$ cat config.mk
export PLATFORM = sky130hd
export DESIGN_NAME = uart_rx_flat
export DESIGN_NICKNAME = d
export VERILOG_FILES = /design/src/rtl/uart_rx_if.sv /design/src/rtl/uart_rx.sv /design/src/flat_wrapper.sv
export SDC_FILE = /design/constraint.sdc
export NUM_CORES = 1
export LEC_CHECK = 0
export ABC_CLOCK_PERIOD_IN_PS = 2400
export CAP_MARGIN = 20
export CELL_PAD_IN_SITES_DETAIL_PLACEMENT = 1
export CELL_PAD_IN_SITES_GLOBAL_PLACEMENT = 1
export CORE_MARGIN = 4
export CORE_UTILIZATION = 49
export DETAILED_ROUTE_END_ITERATION = 10
export GPL_ROUTABILITY_DRIVEN = 0
export GPL_TIMING_DRIVEN = 0
export PLACE_DENSITY_LB_ADDON = 0.1
export SYNTH_ARGS = -nofsm -noshare
export SYNTH_HDL_FRONTEND = slang
export SYNTH_SLANG_ARGS = --single-unit
$ cat constraint.sdc
create_clock -name clk -period 2.4 [get_ports clk]
set_input_delay 0.72 -clock clk [delete_from_list [all_inputs] [get_ports clk]]
set_output_delay 0.72 -clock clk [all_outputs]
set_load 0.03 [all_outputs]
$ cat src/rtl/uart_rx_if.sv
// Receive-side signal bundle: serial line in, framed word and status strobes out.
interface uart_rx_if #(
  parameter int DATA_BITS = 8
);
  logic                 rx;
  logic [DATA_BITS-1:0] rx_data;
  logic                 rx_valid;
  logic                 frame_err;
  logic                 parity_err;
  logic                 busy;

  modport master (
    output rx,
    input  rx_data, rx_valid, frame_err, parity_err, busy
  );

  modport slave (
    input  rx,
    output rx_data, rx_valid, frame_err, parity_err, busy
  );
endinterface

$ cat src/rtl/uart_rx.sv
// UART receiver: two-flop line synchroniser, mid-bit sampling, optional parity,
// stop-bit check, one-cycle registered result strobes.
//   state     | meaning
//   IDLE      | line idle, waiting for a falling edge
//   START     | confirming the start bit at its midpoint
//   DATA      | sampling data bits, LSB first
//   PARITY    | sampling the parity bit
//   STOP      | sampling the stop bit
//   WAIT_IDLE | stop bit was low (break), waiting for the line to return high
module uart_rx #(
  parameter int CLKS_PER_BIT = 434,
  parameter int DATA_BITS    = 8,
  parameter int PARITY_EN    = 0,
  parameter int PARITY_ODD   = 0
) (
  input logic      clk,
  input logic      rst,
  uart_rx_if.slave rx_bus
);

  localparam int CW = $clog2(CLKS_PER_BIT);
  localparam int IW = $clog2(DATA_BITS + 1);
  localparam logic [CW-1:0] HALF_TC = CW'(CLKS_PER_BIT / 2 - 1);
  localparam logic [CW-1:0] FULL_TC = CW'(CLKS_PER_BIT - 1);
  localparam logic [IW-1:0] LAST_IDX = IW'(DATA_BITS - 1);

  typedef enum logic [2:0] {
    IDLE, START, DATA, PARITY, STOP, WAIT_IDLE
  } state_t;

  state_t               state_q, state_d;
  logic [1:0]           sync_q;
  logic [CW-1:0]        cnt_q, cnt_d;
  logic [IW-1:0]        idx_q, idx_d;
  logic [DATA_BITS-1:0] shift_q, shift_d;
  logic [DATA_BITS-1:0] data_q, data_d;
  logic                 perr_q, perr_d;
  logic                 valid_q, valid_d;
  logic                 ferr_q, ferr_d;
  logic                 perr_out_q, perr_out_d;
  logic                 rxs;
  logic                 tick;

  assign rxs  = sync_q[1];
  assign tick = (state_q == START) ? (cnt_q == HALF_TC) : (cnt_q == FULL_TC);

  always_ff @(posedge clk or posedge rst) begin
    if (rst) begin
      sync_q     <= 2'b11;
      state_q    <= IDLE;
      cnt_q      <= '0;
      idx_q      <= '0;
      shift_q    <= '0;
      data_q     <= '0;
      perr_q     <= 1'b0;
      valid_q    <= 1'b0;
      ferr_q     <= 1'b0;
      perr_out_q <= 1'b0;
    end else begin
      sync_q     <= {sync_q[0], rx_bus.rx};
      state_q    <= state_d;
      cnt_q      <= cnt_d;
      idx_q      <= idx_d;
      shift_q    <= shift_d;
      data_q     <= data_d;
      perr_q     <= perr_d;
      valid_q    <= valid_d;
      ferr_q     <= ferr_d;
      perr_out_q <= perr_out_d;
    end
  end

  always_comb begin
    state_d    = state_q;
    cnt_d      = cnt_q + CW'(1);
    idx_d      = idx_q;
    shift_d    = shift_q;
    data_d     = data_q;
    perr_d     = perr_q;
    valid_d    = 1'b0;
    ferr_d     = 1'b0;
    perr_out_d = 1'b0;
    // Every tick or state change restarts the bit timer.
    if (tick || state_q == IDLE || state_q == WAIT_IDLE) cnt_d = '0;
    case (state_q)
      IDLE: if (!rxs) state_d = START;
      START: if (tick) state_d = rxs ? IDLE : DATA;
      DATA: begin
        if (tick) begin
          shift_d = {rxs, shift_q[DATA_BITS-1:1]};
          if (idx_q == LAST_IDX) begin
            idx_d   = '0;
            state_d = (PARITY_EN != 0) ? PARITY : STOP;
          end else begin
            idx_d = idx_q + IW'(1);
          end
        end
      end
      PARITY: begin
        if (tick) begin
          perr_d  = (^shift_q) ^ rxs ^ 1'(PARITY_ODD);
          state_d = STOP;
        end
      end
      STOP: begin
        if (tick) begin
          if (rxs) begin
            data_d     = shift_q;
            valid_d    = 1'b1;
            perr_out_d = perr_q & (PARITY_EN != 0);
            state_d    = IDLE;
          end else begin
            ferr_d  = 1'b1;
            state_d = WAIT_IDLE;
          end
        end
      end
      WAIT_IDLE: if (rxs) state_d = IDLE;
      default: state_d = IDLE;
    endcase
  end

  assign rx_bus.rx_data    = data_q;
  assign rx_bus.rx_valid   = valid_q;
  assign rx_bus.frame_err  = ferr_q;
  assign rx_bus.parity_err = perr_out_q;
  assign rx_bus.busy       = (state_q != IDLE);

endmodule
$ cat src/flat_wrapper.sv
// flat-port wrapper written by rule: the top's interface ports become plain ports
module uart_rx_flat 
#(
  parameter int CLKS_PER_BIT = 434,
  parameter int DATA_BITS    = 8,
  parameter int PARITY_EN    = 0,
  parameter int PARITY_ODD   = 0
)
  (clk, rst, rx_bus_rx, rx_bus_rx_data, rx_bus_rx_valid, rx_bus_frame_err, rx_bus_parity_err, rx_bus_busy);
  uart_rx_if #(.DATA_BITS(DATA_BITS)) rx_bus_i ();
  input logic clk;
  input logic rst;
  input wire logic [$bits(rx_bus_i.rx)-1:0] rx_bus_rx;
  output wire logic [$bits(rx_bus_i.rx_data)-1:0] rx_bus_rx_data;
  output wire logic [$bits(rx_bus_i.rx_valid)-1:0] rx_bus_rx_valid;
  output wire logic [$bits(rx_bus_i.frame_err)-1:0] rx_bus_frame_err;
  output wire logic [$bits(rx_bus_i.parity_err)-1:0] rx_bus_parity_err;
  output wire logic [$bits(rx_bus_i.busy)-1:0] rx_bus_busy;
  assign rx_bus_i.rx = rx_bus_rx;
  assign rx_bus_rx_data = rx_bus_i.rx_data;
  assign rx_bus_rx_valid = rx_bus_i.rx_valid;
  assign rx_bus_frame_err = rx_bus_i.frame_err;
  assign rx_bus_parity_err = rx_bus_i.parity_err;
  assign rx_bus_busy = rx_bus_i.busy;
  uart_rx #(.CLKS_PER_BIT(CLKS_PER_BIT), .DATA_BITS(DATA_BITS), .PARITY_EN(PARITY_EN), .PARITY_ODD(PARITY_ODD)) u_core (.clk(clk), .rst(rst), .rx_bus(rx_bus_i));
endmodule
==> impl_metrics.tcl <==
set metrics [dict create \
    hold_viol 0 \
    slew_violations 0 \
    root_buffer "clkbuf_4" \
    initial_utilization_pct 52.84 \
    port_buffers 13 \
    drv_cap 0 \
    clk_pin_slew_ns 0.10 \
    required_ns 1.68 \
    r2r_cells 5 \
    synth_enable_flop_cells 0 \
    synth_cells 134 \
    grt_use_total_pct 17.30 \
    min_to "u_core.sync_q[1]" \
    wl_per_cell_um 15.74 \
    synth_area_um2 1653 \
    critPathLaunchType "flop" \
    hpwl_um 2412 \
    drc_errors 0 \
    insertion_delay_ns 0.34 \
    grt_pass1_vias 1198 \
    cts_made_buffers 5 \
    startpoint "u_core.state_q[1]" \
    power_density_nw_per_um2 506.6 \
    syn_nets 139 \
    hold_class "reg -> reg" \
    synth_top_area_share_pct 51.48 \
    cts_setup_buffers 0 \
    final_cells 200 \
    drt_iter0_markers 51 \
    setup_tns_ns 0 \
    crit_fanout 9 \
    finalCritPeriodShare_pct 96.65 \
    vias 1080 \
    yosysMostFrequentCell "dfrtp_1" \
    dieArea_um2 4367 \
    vias_per_cell 5.400 \
    synth.area.top_cells "dfrtp_1 51%, mux2_2 12%, dfstp_2 3.2%" \
    antenna_found_initial 0 \
    endpoint_kind "output port" \
    rr_endpoint "u_core.cnt_q[4]" \
    dieHeight_um 66.08 \
    critPathArrivalTime_ns 1.60 \
    slowest_stage "dfrtp_1" \
    setup_viol 0 \
    ir_drop_mv 0.2654 \
    clock.fmax_ghz 0.4311 \
    synthArstFlopShare_pct 100.0 \
    ant_nets 0 \
    overflow 0 \
    pin_count 15 \
    final_util_pct 61.60 \
    ys.flop_type "dfrtp_1" \
    h-tree-depth 2 \
    worst_pin_slew_ns 0.7216 \
    syn_to_final_growth_pct 16.58 \
    final_nets 160 \
    slowest_delay_ns 0.37 \
    grt_pass1_wl_um 5740 \
    yosysTopAreaCell "dfrtp_1" \
    clkSinkCount 36 \
    status "completed" \
    worstSetupPathType "reg -> out" \
    drive_gt1_share_pct 26.92 \
    clock_skew_ns 0.007564 \
    yosysSeqAreaShare_pct 54.66 \
    hp-start "u_core.sync_q[0]" \
    holdPathStages 0 \
    dp_cells 192 \
    synth_warnings 0 \
    regToRegStartpoint "u_core.cnt_q[2]" \
    max-slew-margin-rel_pct 51.84 \
    synth_commonest_cells "34 x dfrtp_1, 17 x mux2_2, 13 x nor2_1" \
    avgSynthCellArea_um2 12.33 \
    crit_path_cell_trace "buf_2 > or3_1 > dlygate4sd2_1" \
    wl_um 3147 \
    period_minus_slack_ns 2.319 \
    reg2reg_slack_ns 0.63 \
    die_w_um 66.08 \
    hold_ws_ns 0.3683 \
    synth-seq-cells 36 \
    cts_tree "built" \
    drt-pass1-iter-count 4 \
    core_area_um2 3128 \
    rsz0062_at_grt "no" \
    synth.distinct_cells 38 \
    clockBufferDepth 2 \
    insertedDiodeCount 0 \
    std_cell_rows 20 \
    hold_buffers 0 \
    grt_max_degree 21 \
    p_leak_nw 0.8967 \
]
[layout make-up]
class,instances,area (um2)
clock inverters,1,7.507
plain buffers,5,28.78
clock buffers,7,55.05
fillers,328,1201
well taps,44,55.05
multi-input cells,89,705.7
flip-flops and latches,36,903.4
repair buffers,14,156.4
inverters,4,15.01
[worst max-delay path, delay by kind of cell, from the launching register on]
kind                   cells  cell delay (ns)
AND/OR/NAND/NOR            1             0.37
buffers and inverters      2             0.54
flip-flops                 1             0.37
[power by group]
group          total, mW  switching [mW]  internal, mW
Clock              0.340           0.196         0.143
Combinational     0.0247          0.0154       0.00931
Sequential         0.612         0.00224         0.609
[registers in the layout (all words and copies together) (netlist names)]
register	count
u_core.rx_bus.rx_data	8
u_core.cnt_q	9
u_core.rx_bus.rx_valid	1
u_core.idx_q	4
u_core.state_q	3
u_core.sync_q	2
u_core.shift_q	8
u_core.rx_bus.frame_err	1
[timing repair]
item                       4_1_cts  5_1_grt
hold endpoints to repair         0        0
setup endpoints to repair        1        0
resized for setup                1        0
[stage by stage]
| step | cell area [um2] | power, mW | setup WS, ns |
|---|---|---|---|
| floorplan | 1653 | 0.6359 | 0.6708 |
| global placement | 1838 | 0.6426 | 0.1341 |
| detailed placement | 1866 | 0.6492 | 0.1982 |
| CTS | 1927 | 0.9893 | 0.06129 |
| global route | 1927 | 1.024 | 0.01037 |
| finish | 1927 | 0.9762 | 0.08050 |
[cell usage in the layout (no fill, tap or decap), drive strengths merged, types with 2 or more instances in the layout]
cell	count
o21ai	5
clkbuf	8
xor2	3
buf	5
nor2b	3
nand2b	2
dfstp	2
nor2	13
dfrtp	34
clkdlybuf4s50	12
nand3	8
inv	4
ha	2
mux2	17
nand4	3
and4bb	3
xnor2	5
nand2	9
nor3b	2
[how the worst max path moves through the flow]
stage	depth (start not counted)	to	slack (ns)
6_report	3	rx_bus_busy	0.08
5_1_grt	3	rx_bus_busy	0.01
4_1_cts	3	rx_bus_busy	0.06
3_5_place_dp	3	rx_bus_busy	0.20
3_3_place_gp	2	u_core.state_q[1]	0.13
2_1_floorplan	2	rx_bus_busy	0.67
[layer usage]
layer / up-vias / wire length [um] / track usage (%)
met5: - / 0 / 0
met4: 0 / 59 / 6.853
met3: 7 / 80 / 3.741
met2: 14 / 1627 / 30.24
met1: 552 / 1380 / 20.48
li1: 507 / - / -
[cells by family (layout without fill, tap and decap cells)]
kind of cell               Yosys count  after routing  synth area share [%]
xor gates and xnor gates             8              8                 4.239
AOI/OAI and AO/OA                   11             11                 5.980
other                                1              1                0.2269
adders and majority gates            2              2                 1.514
DFF                                 36             36                 54.66
buffers and inverters                9             31                 2.649
muxes                               17             17                 11.58
and+or+nand+nor                     50             50                 19.15
(Power assumes the default switching activity.)
